File: config.mk
export PLATFORM = sky130hd
export DESIGN_NAME = tt_sweep
export DESIGN_NICKNAME = d
export VERILOG_FILES = /design/src/rtl/tt_sweep.sv
export SDC_FILE = /design/constraint.sdc
export NUM_CORES = 1
export LEC_CHECK = 0
export CAP_MARGIN = 10
export CORE_AREA = 10 10 73 75
export DETAILED_ROUTE_END_ITERATION = 7
export DIE_AREA = 0 0 83 85
export PLACE_DENSITY = 0.8
export RECOVER_POWER = 100
export SKIP_LAST_GASP = 1
export SLEW_MARGIN = 5
export SYNTH_ARGS = -nofsm -noshare
export SYNTH_HDL_FRONTEND = slang
export SYNTH_SLANG_ARGS = --single-unit
File: constraint.sdc
create_clock -name clk -period 2.55 [get_ports clk]
set_clock_uncertainty 0.15 [all_clocks]
set_input_delay 0.51 -clock clk [delete_from_list [all_inputs] [get_ports clk]]
set_output_delay 0.51 -clock clk [all_outputs]
set_load 0.05 [all_outputs]
File: src/rtl/tt_sweep.sv
// Sweeps checker inputs 0..LAST (SETTLE clocks each) and captures R into a truth table plus ones count.
// Latency: done pulses the cycle after edge (LAST+1)*SETTLE from start; no backpressure, start ignored unless idle.
module tt_sweep #(
    parameter int SETTLE = 2,
    parameter int LAST   = 15
) (
    input  logic        clk,
    input  logic        rstn,
    input  logic        start,
    input  logic        r,
    output logic        a,
    output logic        b,
    output logic        c,
    output logic        d,
    output logic        busy,
    output logic        done,
    output logic [15:0] truth_table,
    output logic [4:0]  ones
);

    typedef enum logic [1:0] {IDLE, SWEEP, DONE} state_t;

    localparam logic [7:0] SAMPLE_CNT = 8'(SETTLE - 1);
    localparam logic [3:0] LAST_IDX   = 4'(LAST);

    state_t      state;
    state_t      state_nxt;
    logic [3:0]  idx;
    logic [3:0]  vec;
    logic [7:0]  cnt;
    logic        sample;
    logic        last_vec;

    assign sample   = (state == SWEEP) && (cnt == SAMPLE_CNT);
    assign last_vec = (idx == LAST_IDX);

    always_ff @(posedge clk or negedge rstn) begin
        if (!rstn) begin
            state <= IDLE;
        end else begin
            state <= state_nxt;
        end
    end

    always_comb begin
        state_nxt = state;
        case (state)
            IDLE:    if (start) state_nxt = SWEEP;
            SWEEP:   if (sample && last_vec) state_nxt = DONE;
            DONE:    state_nxt = IDLE;
            default: state_nxt = IDLE;
        endcase
    end

    // vec is a separate register so a..d only move on the sampling edge and read 0 outside SWEEP
    always_ff @(posedge clk or negedge rstn) begin
        if (!rstn) begin
            idx         <= '0;
            vec         <= '0;
            cnt         <= '0;
            truth_table <= '0;
            ones        <= '0;
        end else begin
            case (state)
                IDLE: begin
                    if (start) begin
                        idx         <= '0;
                        vec         <= '0;
                        cnt         <= '0;
                        truth_table <= '0;
                        ones        <= '0;
                    end
                end
                SWEEP: begin
                    cnt <= cnt + 8'd1;
                    if (sample) begin
                        truth_table[idx] <= r;
                        ones             <= ones + {4'b0000, r};
                        cnt              <= '0;
                        if (last_vec) begin
                            vec <= '0;
                        end else begin
                            idx <= idx + 4'd1;
                            vec <= idx + 4'd1;
                        end
                    end
                end
                default: ;
            endcase
        end
    end

    assign {a, b, c, d} = vec;
    assign busy         = (state == SWEEP);
    assign done         = (state == DONE);

endmodule

# After elaboration in Yosys (flattened, before gate mapping)
# Cells that the tools add are included.
[word_totals]
in_bits = 4
elab_cells = 50
mem_bits_ro = 0
ff_bits = 39
out_inout_bits = 27
latch_bits = 0
ramBits = 0
memories = 0
[classes]
shifts = 0
div_mod_pow = 0
bitwise_logic = 0
order_cmp = 2
n_reduce_logical = 9
mux = 22
mul = 0
eq_ne = 8
add_sub_neg = 3
[op_table]
columns = ["cell", "count"]
rows = [
  ["$mux 16", 2],
  ["$pmux 16 s2", 1],
  ["$mux 4", 5],
  ["$bwmux 16", 1],
  ["$mux 8", 2],
  ["$pmux 4 s2", 2],
  ["$pmux 8 s2", 1],
  ["$mux 5", 2],
  ["$pmux 5 s2", 1],
  ["$add 8x1->8 const B", 1],
  ["$eq 8x1->1 const B", 1],
  ["$add 5x1->5", 1],
  ["$lt 4x5->1 const B", 1],
  ["$add 4x1->4 const B", 1],
  ["$demux 1 s4", 1],
  ["$eq 4x4->1 const B", 1],
  ["$ge 4x1->1 const B", 1],
  ["$mux 2", 2],
  ["$ne 2x1->1 const B", 2],
  ["$ne 2x2->1 const B", 2],
  ["$pmux 2 s2", 1],
  ["$reduce_and 2->1", 2],
  ["$reduce_and 4->1", 1],
  ["$logic_and 1x1->1", 3],
  ["6 further kinds", 6],
]

# Depth between registers and ports, before layout
# Gate-level depths: netlist of run 1.
[depth]
ltp_word = 7
ltp_mapped = 7
mapped_depth_nobuf = 6

# Least setup slack after synthesis of run 1
# Ideal clock, no wire load.
[synth_timing]
path_kind = "reg-to-reg"
start = "register cnt[1]"
end = "register truth_table[15]"
stages_incl_launch_ff = 8
t_required_ns = 2.275
period_less_slack_ns = 1.835
slack_ns = 0.715
setup_time_ns = 0.125
n_path_buf = 1
arrival_time_ns = 1.560
cell_sequence = "dfrtp_1 inv_1 ha_1 nor4b_4 a31oi_2 buf_6 o21ai_2 o31ai_2"
[synth_between]
elab_chain_cells = 4
[synth_lines]
columns = ["element", "line_no", "rtl"]
rows = [
  ["from (decl)", "30", "logic [7:0] cnt;"],
  ["from (signal assigned)", "75", "cnt <= cnt + 8'd1;"],
  ["$eq 8x1->1", "34", "assign sample = (state == SWEEP) && (cnt == SAMPLE_CNT);"],
  ["$logic_and 1x1->1", "34", ""],
  ["$ne 2x1->1 (no source line)", "--", ""],
  ["$reduce_and 3->1 (no source line)", "--", ""],
  ["to (signal, indexed assignment)", "77", "truth_table[idx] <= r;"],
  ["to (decl)", "17", "output logic [15:0] truth_table,"],
]
# Every way passes these cells.
# A chain may end at the register's enable or synchronous reset.

# Final worst setup path of run 1
[layout_timing]
start = "register state[0]"
end = "output port done"
[layout_between]
elab_chain_cells = 1
[layout_lines]
columns = ["element", "line_no", "rtl"]
rows = [
  ["from (decl)", "26", "state_t state;"],
  ["from (signal assigned)", "41", "state <= state_nxt;"],
  ["$eq 2x2->1", "95", "assign done = (state == DONE);"],
  ["to (decl)", "16", "output logic done,"],
]
# Every way passes these cells.

==> flow_summary.toml, run 1 <==
[status]
status = "complete, no violations"

[sta]
setup_viol = 0
hold_viol = 0
relSlewSlack_pct = 35.8
slew_viol_final = 0
max_freq_mhz = 412
rsz0062_at_grt = "no"
tightest_slew_ps = 963
min_period_over_period_pct = 95.3
tns_ps = 0
layout_min_cycle_time_ps = 2430

[global_routing]
grt_max_degree = 40
antenna_found_initial = 0
grt_pass1_wl_mm = 8.22
track_usage_pct = 13.9
grt_pass1_vias = 1668
grt-ovfl-total = 0

[setup_path]
start_kind = "flip-flop"
reg2reg_depth = 6
r2r_slack_ps = 260
critPathMaxFanout = 7
reg2reg_to = "truth_table[15]"
r2r-start = "cnt[1]"
crit_path_end_kind = "output pin"
critPathKind = "flip-flop to output pin"
worst_ep_arrival_time_ps = 1770
required_ps = 1890

[synthesis]
syn_area_um2 = 2010
async_flop_share_pct = 100
synthCells = 209
avgSynthCellArea_um2 = 9.60
synth_enable_flop_cells = 0
yosysWarnings = 0
ys_ff_latch = 39
ys_types = 38
synth.net_count = 221
ys.flop_type = "dfrtp_1"
ys_seq_area_share_pct = 48.6

[routing]
routed_via_density = 6.02
drt_wl_total_mm = 4.87
drtPass1Iterations = 5
drc_errors = 0
vias = 1735
ant_nets = 0
wl_per_cell_um = 16.9
drt_iter0_markers = 115

[power_and_ir_drop]
clkPwrFrac_pct = 13.1
switchingPower_uw = 1490
vdd_drop_max_uv = 508
intPower_uw = 1450
cellLeakagePower_uw = 0.00110
pwr_density_cell_nw_per_um2 = 1230
netSwitchingFraction_pct = 50.7
p_seq_share_pct = 33.8
combPwrFrac_pct = 53.1

[cts]
clk_pin_slew_ps = 70
cts-resized-gates = 0
cts_setup_buffers = 0
clock_sinks = 39
root_buffer = "clkbuf_8"
cts_tree = "done"
cts.hold.buffers_added = 0
htree_levels = 2
clock_latency_ps = 300
clk_path_buf_depth = 2
numCtsBuffers = 5

[die]
die_w_um = 83
ios = 31
start_util_pct = 51.3
dieArea_um2 = 7060
core_um2 = 3910
fp-row-count = 23
die_h_um = 85

[layout]
stdcell_area_um2 = 2380
drive_above_1_share_pct = 5.46
layout.nets = 251
area_growth_pct = 18.8
fill_cells = 356
multi_input_area_um2 = 938
final-seq-area_um2 = 976
insertedDiodeCount = 0

[place]
gp_congestion = 0.845
placed_area_um2 = 2340
io_buffers = 30
post-dp-hpwl_mm = 3.47

[job]
maxCapViolCount = 0

[min_path]
min_path_type = "input port to asynchronous set/reset pin"
[placed cells by master (no fill, tap or decap)]
cell type	netlist	final
clkbuf_1	6	3
or2_2	1	1
o31ai_2	1	1
dfrtp_1	39	39
and2_0	0	1
a21oi_1	17	17
and3_1	2	2
o221ai_1	1	1
nor2b_1	3	3
ha_1	8	8
a22o_1	3	3
and4b_1	2	2
nor4b_4	1	1
mux2i_1	1	1
nor3b_1	1	1
a31oi_2	1	1
nand4_1	9	9
nand3b_1	1	1
buf_4	0	2
nor3_2	1	1
a31oi_1	8	8
nand2b_1	5	5
nor2_1	8	8
xnor2_1	1	1
o211ai_1	2	2
nand3_1	9	10
o21ai_1	10	4
and2_1	1	1
dlygate4sd3_1	0	28
o21ai_0	30	37
and4_1	1	1
nand2_1	15	15
o22ai_1	3	3
xor2_1	3	3
o31ai_1	1	1
inv_1	7	7
clkbuf_2	0	1
clkbuf_8	0	5
[through the flow]
stage / std cells / power (uW) / hold WS, ps / worst slack (ps) / utilization [%]
5_1_grt: 288 / 3150 / 273 / 42.7 / 60.9
4_1_cts: 288 / 3060 / 202 / 165 / 61.7
2_1_floorplan: 209 / 2150 / 64.4 / 715 / -
6_report: 288 / 2930 / 205 / 121 / 60.9
3_3_place_gp: 282 / 2630 / 338 / 191 / 59.8
3_5_place_dp: 282 / 2670 / 346 / 156 / 59.8
[state kept, by name, summed over array words and instances, names as in the netlist]
register and flops:
idx 4, ones 5, vec 4, truth_table 16, cnt 8, state 2
[how the worst max path moves through the flow]
stage               startpoint         endpoint  slack (ps)  cells after the start
floorplan               cnt[1]  truth_table[15]         720                      7
global placement         start   truth_table[3]         190                      5
detailed placement       start  truth_table[14]         160                      5
CTS                   state[0]             done         160                      2
global route          state[0]             done          40                      2
finish                state[0]             done         120                      2
[final cells by class]
type	count	area share, %
Multi-Input combinational cell	153	39.4
Tap cell	50	2.62
Clock buffer	6	3.04
Inverter	7	1.10
Timing Repair Buffer	33	12.9
Sequential cell	39	40.9
[power groups by stage]
stage	clock network [uW]	registers, uW	logic (uW)
after floorplan	0	1340	808
final	384	992	1560
after global routing	419	1020	1710
after CTS	391	997	1670
after detailed placement	0	1010	1660
after global placement	0	996	1630
[Yosys cell counts, types with 3 or more instances]
library cell | number | area, um2
a21oi_1 | 17 | 85.1
a22o_1 | 3 | 26.3
a31oi_1 | 8 | 50.1
clkbuf_1 | 6 | 22.5
dfrtp_1 | 39 | 976
ha_1 | 8 | 100
inv_1 | 7 | 26.3
nand2_1 | 15 | 56.3
nand2b_1 | 5 | 31.3
nand3_1 | 9 | 45.0
nand4_1 | 9 | 56.3
nor2_1 | 8 | 30.0
nor2b_1 | 3 | 18.8
o21ai_0 | 30 | 150
o21ai_1 | 10 | 50.1
o22ai_1 | 3 | 18.8
xor2_1 | 3 | 26.3
[routing by layer]
layer / vias to the layer above / global-route usage, % / wire length [um] / share of wire (%)
met1: 864 / 16.1 / 2090 / 43
met4: 0 / 6.50 / 80 / 1.6
met5: - / 0 / 0 / 0
li1: 824 / - / - / -
met2: 40 / 22.4 / 2350 / 48
met3: 7 / 4.78 / 341 / 7.0
[critical path, cell delays in order (launching register included)]
cell           delay, ps
dfrtp_1              460
nor2b_1              140
dlygate4sd3_1        880
[kinds of logic (layout without fill, tap and decap cells)]
group	Yosys count	in the layout	synth area share (%)
buffers and inverters	17	46	4.05
adders and majority gates	8	8	4.99
xor gates and xnor gates	4	4	1.75
and+or+nand+nor	62	62	17.9
AOI/OAI and AO/OA	78	78	22.2
muxes	1	1	0.499
DFF	39	39	48.6
No activity file was read; power rests on OpenSTA's default activity.
==> run 2: changes to the inputs <==
--- a/config.mk
+++ b/config.mk
@@ -7,6 +7,7 @@
 export LEC_CHECK = 0
 export CAP_MARGIN = 10
 export CORE_AREA = 10 10 73 75
+export CTS_CLUSTER_DIAMETER = 40
 export DETAILED_ROUTE_END_ITERATION = 7
 export DIE_AREA = 0 0 83 85
 export PLACE_DENSITY = 0.8
==> results of run 2 <==
No change in the layout: final DEF, timing and power equal those of run 1.
